[src/rtl/axi_lite_prog_master.sv]
// rtl/axi_lite_prog_master.sv - AXI4-Lite master executing write/read/poll commands
// One command in flight; response held until consumed.
module axi_lite_prog_master #(
  parameter int C_M00_AXI_DATA_WIDTH = 32,
  parameter int C_M00_AXI_ADDR_WIDTH = 5,
  parameter int POLL_TIMEOUT         = 1024,
  parameter int POLL_GAP             = 4
) (
  input  logic                            s00_axi_aclk,
  input  logic                            s00_axi_reset,
  input  logic                            cmd_valid,
  output logic                            cmd_ready,
  input  logic [1:0]                      cmd_op,
  input  logic [C_M00_AXI_ADDR_WIDTH-1:0] cmd_addr,
  input  logic [C_M00_AXI_DATA_WIDTH-1:0] cmd_wdata,
  output logic                            rsp_valid,
  input  logic                            rsp_ready,
  output logic [C_M00_AXI_DATA_WIDTH-1:0] rsp_data,
  output logic [1:0]                      rsp_resp,
  output logic                            rsp_timeout,
  output logic [C_M00_AXI_ADDR_WIDTH-1:0] m00_axi_awaddr,
  output logic                            m00_axi_awvalid,
  input  logic                            m00_axi_awready,
  output logic [C_M00_AXI_DATA_WIDTH-1:0] m00_axi_wdata,
  output logic                            m00_axi_wvalid,
  input  logic                            m00_axi_wready,
  input  logic [1:0]                      m00_axi_bresp,
  input  logic                            m00_axi_bvalid,
  output logic                            m00_axi_bready,
  output logic [C_M00_AXI_ADDR_WIDTH-1:0] m00_axi_araddr,
  output logic                            m00_axi_arvalid,
  input  logic                            m00_axi_arready,
  input  logic [C_M00_AXI_DATA_WIDTH-1:0] m00_axi_rdata,
  input  logic [1:0]                      m00_axi_rresp,
  input  logic                            m00_axi_rvalid,
  output logic                            m00_axi_rready
);

  localparam logic [1:0]  OP_WR       = 2'b00;
  localparam logic [1:0]  OP_RD       = 2'b01;
  localparam logic [1:0]  OP_POLL     = 2'b10;
  localparam logic [31:0] TIMEOUT_LIM = 32'(POLL_TIMEOUT);
  localparam logic [31:0] GAP_LIM     = 32'(POLL_GAP - 1);

  typedef enum logic [2:0] {
    S_IDLE, S_WR, S_WR_B, S_RD_A, S_RD_D, S_GAP, S_RSP
  } state_t;

  state_t                            state, state_next;
  logic [1:0]                        op_q;
  logic [C_M00_AXI_ADDR_WIDTH-1:0]   addr_q;
  logic [C_M00_AXI_DATA_WIDTH-1:0]   wdata_q;
  logic                              aw_done, w_done;
  logic [31:0]                       poll_cnt, gap_cnt;
  logic [C_M00_AXI_DATA_WIDTH-1:0]   rsp_data_q;
  logic [1:0]                        rsp_resp_q;
  logic                              rsp_timeout_q;

  logic live;
  logic aw_hs, w_hs;
  logic poll_match, poll_last, poll_timeout_hit, beat_final;

  // Outputs are forced low during the reset cycle itself, not only after it.
  assign live            = !s00_axi_reset;
  assign cmd_ready       = live && (state == S_IDLE);
  assign rsp_valid       = live && (state == S_RSP);
  assign rsp_data        = live ? rsp_data_q : '0;
  assign rsp_resp        = live ? rsp_resp_q : 2'b00;
  assign rsp_timeout     = live && rsp_timeout_q;
  assign m00_axi_awaddr  = addr_q;
  assign m00_axi_wdata   = wdata_q;
  assign m00_axi_araddr  = addr_q;
  assign m00_axi_awvalid = live && (state == S_WR) && !aw_done;
  assign m00_axi_wvalid  = live && (state == S_WR) && !w_done;
  assign m00_axi_bready  = live && (state == S_WR_B);
  assign m00_axi_arvalid = live && (state == S_RD_A);
  assign m00_axi_rready  = live && (state == S_RD_D);

  assign aw_hs = m00_axi_awvalid && m00_axi_awready;
  assign w_hs  = m00_axi_wvalid && m00_axi_wready;

  assign poll_match       = (m00_axi_rdata & wdata_q) == wdata_q;
  assign poll_last        = (TIMEOUT_LIM != 32'd0) && ((poll_cnt + 32'd1) == TIMEOUT_LIM);
  assign poll_timeout_hit = (op_q == OP_POLL) && (m00_axi_rresp == 2'b00) && !poll_match && poll_last;
  assign beat_final       = (op_q != OP_POLL) || (m00_axi_rresp != 2'b00) || poll_match || poll_last;

  always_comb begin
    state_next = state;
    case (state)
      S_IDLE: begin
        if (cmd_valid) begin
          case (cmd_op)
            OP_WR:          state_next = S_WR;
            OP_RD, OP_POLL: state_next = S_RD_A;
            default:        state_next = S_RSP;
          endcase
        end
      end
      S_WR:   if ((aw_done || aw_hs) && (w_done || w_hs)) state_next = S_WR_B;
      S_WR_B: if (m00_axi_bvalid) state_next = S_RSP;
      S_RD_A: if (m00_axi_arready) state_next = S_RD_D;
      S_RD_D: if (m00_axi_rvalid) state_next = beat_final ? S_RSP : S_GAP;
      S_GAP:  if (gap_cnt == GAP_LIM) state_next = S_RD_A;
      S_RSP:  if (rsp_ready) state_next = S_IDLE;
      default: state_next = S_IDLE;
    endcase
  end

  always_ff @(posedge s00_axi_aclk) begin
    if (s00_axi_reset) begin
      state         <= S_IDLE;
      op_q          <= 2'b00;
      addr_q        <= '0;
      wdata_q       <= '0;
      aw_done       <= 1'b0;
      w_done        <= 1'b0;
      poll_cnt      <= '0;
      gap_cnt       <= '0;
      rsp_data_q    <= '0;
      rsp_resp_q    <= 2'b00;
      rsp_timeout_q <= 1'b0;
    end else begin
      state <= state_next;
      case (state)
        S_IDLE: begin
          if (cmd_valid) begin
            op_q          <= cmd_op;
            addr_q        <= cmd_addr;
            wdata_q       <= cmd_wdata;
            aw_done       <= 1'b0;
            w_done        <= 1'b0;
            poll_cnt      <= '0;
            rsp_data_q    <= '0;
            rsp_resp_q    <= (cmd_op == 2'b11) ? 2'b10 : 2'b00;
            rsp_timeout_q <= 1'b0;
          end
        end
        S_WR: begin
          if (aw_hs) aw_done <= 1'b1;
          if (w_hs)  w_done  <= 1'b1;
        end
        S_WR_B: begin
          if (m00_axi_bvalid) rsp_resp_q <= m00_axi_bresp;
        end
        S_RD_D: begin
          // Every beat is captured; only the final one is ever presented.
          if (m00_axi_rvalid) begin
            rsp_data_q    <= m00_axi_rdata;
            rsp_resp_q    <= m00_axi_rresp;
            rsp_timeout_q <= poll_timeout_hit;
            poll_cnt      <= poll_cnt + 32'd1;
            gap_cnt       <= '0;
          end
        end
        S_GAP: gap_cnt <= gap_cnt + 32'd1;
        default: ;
      endcase
    end
  end

endmodule

[config.mk]
export PLATFORM = sky130hd
export DESIGN_NAME = axi_lite_prog_master
export DESIGN_NICKNAME = d
export VERILOG_FILES = /design/src/rtl/axi_lite_prog_master.sv
export SDC_FILE = /design/constraint.sdc
export NUM_CORES = 1
export LEC_CHECK = 0
export ABC_AREA = 1
export CAP_MARGIN = 40
export CORE_UTILIZATION = 51
export CTS_CLUSTER_DIAMETER = 30
export DETAILED_ROUTE_END_ITERATION = 10
export PLACE_DENSITY = 0.83
export SYNTH_ARGS = -nofsm -noshare
export SYNTH_HDL_FRONTEND = slang
export SYNTH_SLANG_ARGS = --single-unit
[constraint.sdc]
create_clock -name s00_axi_aclk -period 2.6 [get_ports s00_axi_aclk]
set_input_delay 0.39 -clock s00_axi_aclk [delete_from_list [all_inputs] [get_ports s00_axi_aclk]]
set_output_delay 0.39 -clock s00_axi_aclk [all_outputs]
set_load 0.02 [all_outputs]
== After elaboration in Yosys (flattened, before gate mapping) ==
Index checks and enable logic that the tools add are counted.

* $add $sub $neg: 2
* Equality and inequality tests: 23
* Multiplexer cells: 31
* Bitwise gates (word level): 1
* Reduce and logical (&&, ||, !) cells: 40

{| class="wikitable"
|+ Operator list
! operator !! number
|-
| 32-bit one-hot mux with 2 select lines || 3
|-
| 32-bit 2-to-1 mux || 5
|-
| 32-bit by 1-bit adder with 32-bit output (second input constant) || 2
|-
| 32-bit bitwise AND || 1
|-
| 32-bit by 11-bit equality test with 1-bit output (second input constant) || 1
|-
| 32-bit by 2-bit equality test with 1-bit output (second input constant) || 1
|-
| 32-bit equality test || 1
|-
| 3-bit 2-to-1 mux || 7
|-
| 3-bit one-hot mux with 7 select lines || 1
|-
| 2-bit inequality test (second input constant) || 9
|-
| 1-bit logical AND || 15
|-
| 2-bit 2-to-1 mux || 6
|-
| 3-bit equality test (second input constant) || 3
|-
| 3-bit AND reduction || 3
|-
| 2-bit nonzero test || 4
|-
| 7-bit AND reduction || 1
|-
| 2-bit equality test (second input constant) || 3
|-
| 3-bit by 2-bit equality test with 1-bit output (second input constant) || 2
|-
| 1-bit one-hot mux with 2 select lines || 3
|-
| 2-bit one-hot mux with 3 select lines || 1
|-
| 3-bit one-hot mux with 2 select lines || 1
|-
| 1-bit logical OR || 5
|-
| 1-bit zero test || 4
|-
| 2-bit zero test || 2
|-
| 9 further kinds || 13
|}

* Register bits after elaboration: 143
* Input port bits: 84
* Output and inout port bits: 84
* Word-level logic and storage cells: 108

== Logic depth before layout (Yosys ltp) ==
* Depth after elaboration: 8
* Depth in mapped cells: 17
* Mapped depth without buffers: 17

== Least setup slack after synthesis ==
OpenSTA, ideal clock, no wires.

* Path type: register to register
* From: register gap_cnt[0]
* To: register gap_cnt[26]
* Setup time: 134 ps
* Data arrival time: 1773 ps
* Data required time: 2466 ps
* Slack: 692 ps
* Cell stages (with the launch flop): 14
* Path buffers: 0
* Clock period less this slack: 1908 ps
* Cells stage by stage: dfxtp_1 > ha_1 > nand3_2 > nor2_1 > nand2_1 > nor2_2 > nand2_1 > nor2_2 > nand2_1 > nor2_2 > nand3_1 > or2_1 > nor3_1 > a211oi_1

* Cells in the longest elaborated chain, start to end: 2

{| class="wikitable"
|+ Ends and longest elaborated chain
! what !! line !! text
|-
| start, declared || 54 || <nowiki>logic [31:0] poll_cnt, gap_cnt;</nowiki>
|-
| start signal, assigned || 155 || <nowiki>S_GAP: gap_cnt <= gap_cnt + 32'd1;</nowiki>
|-
| 32-bit by 1-bit adder with 32-bit output || 155 ||
|-
| 32-bit one-hot mux with 2 select lines || 124 || <nowiki>case (state)</nowiki>
|}

Every way passes these cells.
A chain may end at the register's enable or synchronous reset.

== Worst setup path in the final report ==
* From: register state[1]
* To: output port m00_axi_arvalid

* Cells in the longest elaborated chain, start to end: 2

{| class="wikitable"
|+ Ends and longest elaborated chain
! what !! line !! text
|-
| start, declared || 49 || <nowiki>state_t state, state_next;</nowiki>
|-
| start signal, assigned || 123 || <nowiki>state <= state_next;</nowiki>
|-
| 3-bit by 2-bit equality test with 1-bit output || 76 || <nowiki>assign m00_axi_arvalid = live && (state == S_RD_A);</nowiki>
|-
| 1-bit logical AND || 76 ||
|-
| end, declared || 31 || <nowiki>output logic m00_axi_arvalid,</nowiki>
|}

Every way passes these cells.

==> reports/qor.csv <==
stage,metric,value,unit
outcome,status,"complete, no violations",
global_routing,grt_antenna_before_repair,0,
logic_synthesis,synth_top_family_by_area,simple AND/OR/NAND/NOR gates,
place,dpl_cell_area,9234,um^2
logic_synthesis,synth_compound_area_share,17.50,%
detailed_routing,wire_per_inst,14.53,um
logic_synthesis,synthCells,1113,
clock_network,cts_tree,built,
clock_network,numCtsBuffers,17,
logic_synthesis,synth_xor_area_share,0.5930,%
logic_synthesis,ys_types,44,
logic_synthesis,syn_nets,1199,
worst_setup_path,cp.arrival,2.03,ns
logic_synthesis,yosys.area_share.adder,0.3389,%
layout,syn2layout_area_growth,33.45,%
layout,fin_cells,1461,
floorplan,dieArea,14960,um^2
place,hpwl,15250,um
detailed_routing,viasPerCell,5.318,
sta,fin_ws,0.1835,ns
place,dp_cells,1429,
logic_synthesis,synth.most_common_cell,nand2_1,
sta,tightest_slew,0.7353,ns
worst_setup_path,cp-end-kind,output port,
clock_network,post_cts_buffers,0,
pwr,pwr-share-seq,34.8,%
clock_network,cts-root-buf,clkbuf_16,
layout,diodes,0,
sta,setup_viol,0,
worst_setup_path,crit_path_max_fanout,6,
pwr,switching_power,2.503,mW
clock_network,insertion_delay,0.43,ns
global_routing,grt_pass1_vias,7223,
layout,multi_input_area,3765,um^2
logic_synthesis,ys_ff_latch,143,
pwr,swShare,33.57,%
pwr,p_int,4.953,mW
clock_network,cts_buffer_depth,2,
floorplan,start_util,52.79,%
logic_synthesis,muxShareOfSynthArea,0,%
pwr,max-vdd-ir-drop,0.7661,mV
logic_synthesis,synth_top_area_cell,dfxtp_1,
pwr,pwr_density_cell,756.5,nW/um^2
detailed_routing,drc,0,
detailed_routing,final_antenna_net_count,0,
clock_network,ctsHtreeMaxLevel,4,
sta,slew_headroom,50.98,%
pwr,pwr-share-comb,30.7,%
detailed_routing,firstDrtPassIters,5,
sta,final_max_slew_viol_count,0,
place,place_ws,0.3521,ns
layout,finalNetCount,1354,
floorplan,dieHeight,122.3,um
layout,stdcell_area,9854,um^2
logic_synthesis,synth.area.top_cells,"dfxtp_1, nand2_1, nor2_1",
sta,max_freq,0.4138,GHz
floorplan,ios,168,
flow_run,maxCapViolCount,0,
sta,fin_skew,0.008410,ns
logic_synthesis,synth_simple_gate_area_share,32.41,%
logic_synthesis,yosysSeqAreaShare,38.77,%
worst_setup_path,critPathKind,flip-flop to output port,
logic_synthesis,syn-mean-instance-area,6.635,um^2
floorplan,rows,43,
sta,min_period_over_period,92.94,%
detailed_routing,vias,7770,
global_routing,grt_pass1_wl,34930,um
sta,hold_viol,0,
floorplan,die_w,122.3,um
place,gp_congestion,0.9078,
pwr,p_leak,3.743,nW
clock_network,cts.clk_slew.worst_paths,0.06,ns
layout,drive_gt1_share,6.870,%
pwr,power.total,7.455,mW
pwr,pwr-share-clk,34.5,%
sta,timing.final.crit_period,2.417,ns
layout,seq_area,2863,um^2
logic_synthesis,synth_area,7385,um^2
min_path,hold_path.class,flip-flop to flip-flop,
global_routing,overflow,0,
logic_synthesis,async_flop_share,0,%
logic_synthesis,synth_top_area_share,38.77,%
logic_synthesis,ys.flop_type,dfxtp_1,
global_routing,grt_usage,29.67,%
floorplan,coreArea,13990,um^2
detailed_routing,drt_wl_total,21230,um
logic_synthesis,synth_edf_count,0,
logic_synthesis,synthTopCellsByCount,"nand2_1, nor2_1, dfxtp_1, inv_1, a21oi_1",
global_routing,grt_max_degree,66,
sta,grt_setup_unrepaired,no,
clock_network,clock_sink_count,143,
worst_setup_path,required,2.21,ns
layout,fill_cells,1166,
worst_setup_path,crit_path_start_kind,flip-flop,
place,io_buffers,167,
logic_synthesis,ys_warn_count,0,
detailed_routing,drt_iter0_markers,568,
[power by group through the flow]
stage          Combinational [mW]  Clock, mW  Sequential, mW
6_report                     2.29       2.58            2.59
5_1_grt                      2.49       2.71            2.62
4_1_cts                      2.29       2.60            2.59
3_5_place_dp                 2.27          0            2.63
3_3_place_gp                 2.16          0            2.62
2_1_floorplan                1.13          0            2.81
[registers in the layout, summed over array words and instances, names as in the netlist]
name,flops
poll_cnt,32
rsp_timeout_q,1
m00_axi_wdata,32
state,3
rsp_resp_q,2
m00_axi_araddr,5
op_q,2
aw_done,1
w_done,1
rsp_data_q,32
gap_cnt,32
[stage by stage]
stage	setup TNS [ns]	hold WS, ns	utilization [%]
floorplan	0	0.4300	-
global placement	-0.005595	0.4465	65.62
detailed placement	0	0.4515	66.01
CTS	0	0.4673	70.43
global route	0	0.4946	70.45
finish	0	0.4688	70.45
[routing by layer]
| metal | GRT usage, % | share of wire (%) | up-vias |
|---|---|---|---|
| li1 | - | - | 3934 |
| met4 | 11.81 | 2.8 | 0 |
| met3 | 5.623 | 5.7 | 45 |
| met1 | 37.91 | 45 | 3553 |
| met2 | 49.09 | 47 | 238 |
| met5 | 0 | 0 | - |
[timing repair]
item                       4_1_cts  5_1_grt
hold buffers                     0        0
resized for setup                0        1
setup endpoints to repair        0        1
[cell usage in the layout (no fill, tap or decap), types with 3 or more instances in the layout]
master             n
nor4_1            13
dfxtp_1          143
nor2_1           142
nand3_1           41
nor2_4            10
xor2_1             4
nand2_2            8
buf_4             14
bufinv_16          4
inv_2              5
clkbuf_16         17
inv_1            142
nor3_1            16
o21ai_0           70
a221oi_1           3
clkinv_2           5
o22ai_1           11
a211oi_1          11
nand3b_1          10
nor2_2             8
clkinv_4           3
o21ai_1            3
clkdlybuf4s50_1  165
nand4_1           15
a21oi_1           93
a22o_1            24
nand2_1          269
[critical path, cell delays in order, from the launching register on]
cell and delay (ns):
dfxtp_1 0.35, buf_4 0.15, inv_1 0.09, nor2_1 0.09, inv_1 0.08, nor3_1 0.19
clkdlybuf4s50_1 0.65
[worst paths after layout]
check,depth (start not counted),slack (ns),from,to
min reg2reg,2,0.47,m00_axi_wdata[29]$_SDFFE_PP0P_,m00_axi_wdata[29]$_SDFFE_PP0P_
max,6,0.18,state[1]$_SDFFE_PP0P_,m00_axi_arvalid
min,2,0.47,m00_axi_wdata[29]$_SDFFE_PP0P_,m00_axi_wdata[29]$_SDFFE_PP0P_
max reg2reg,17,0.33,poll_cnt[1]$_SDFFE_PP0P_,state[1]$_SDFFE_PP0P_
[logic make-up after synthesis]
logic type	after synthesis
and+or+nand+nor	543
AOI/OAI and AO/OA	224
adders and majority gates	2
xor gates and xnor gates	5
DFF	143
buffers and inverters	196
[area by class of cell]
cell class	instances	share of cell area (%)
multi-input cells	774	38.20
inverters	149	5.675
well taps	180	2.285
repair buffers	183	18.51
flip-flops and latches	143	29.05
clock buffers	18	4.355
clock inverters	14	1.917
Note: power is estimated with default switching activity, not from simulation.
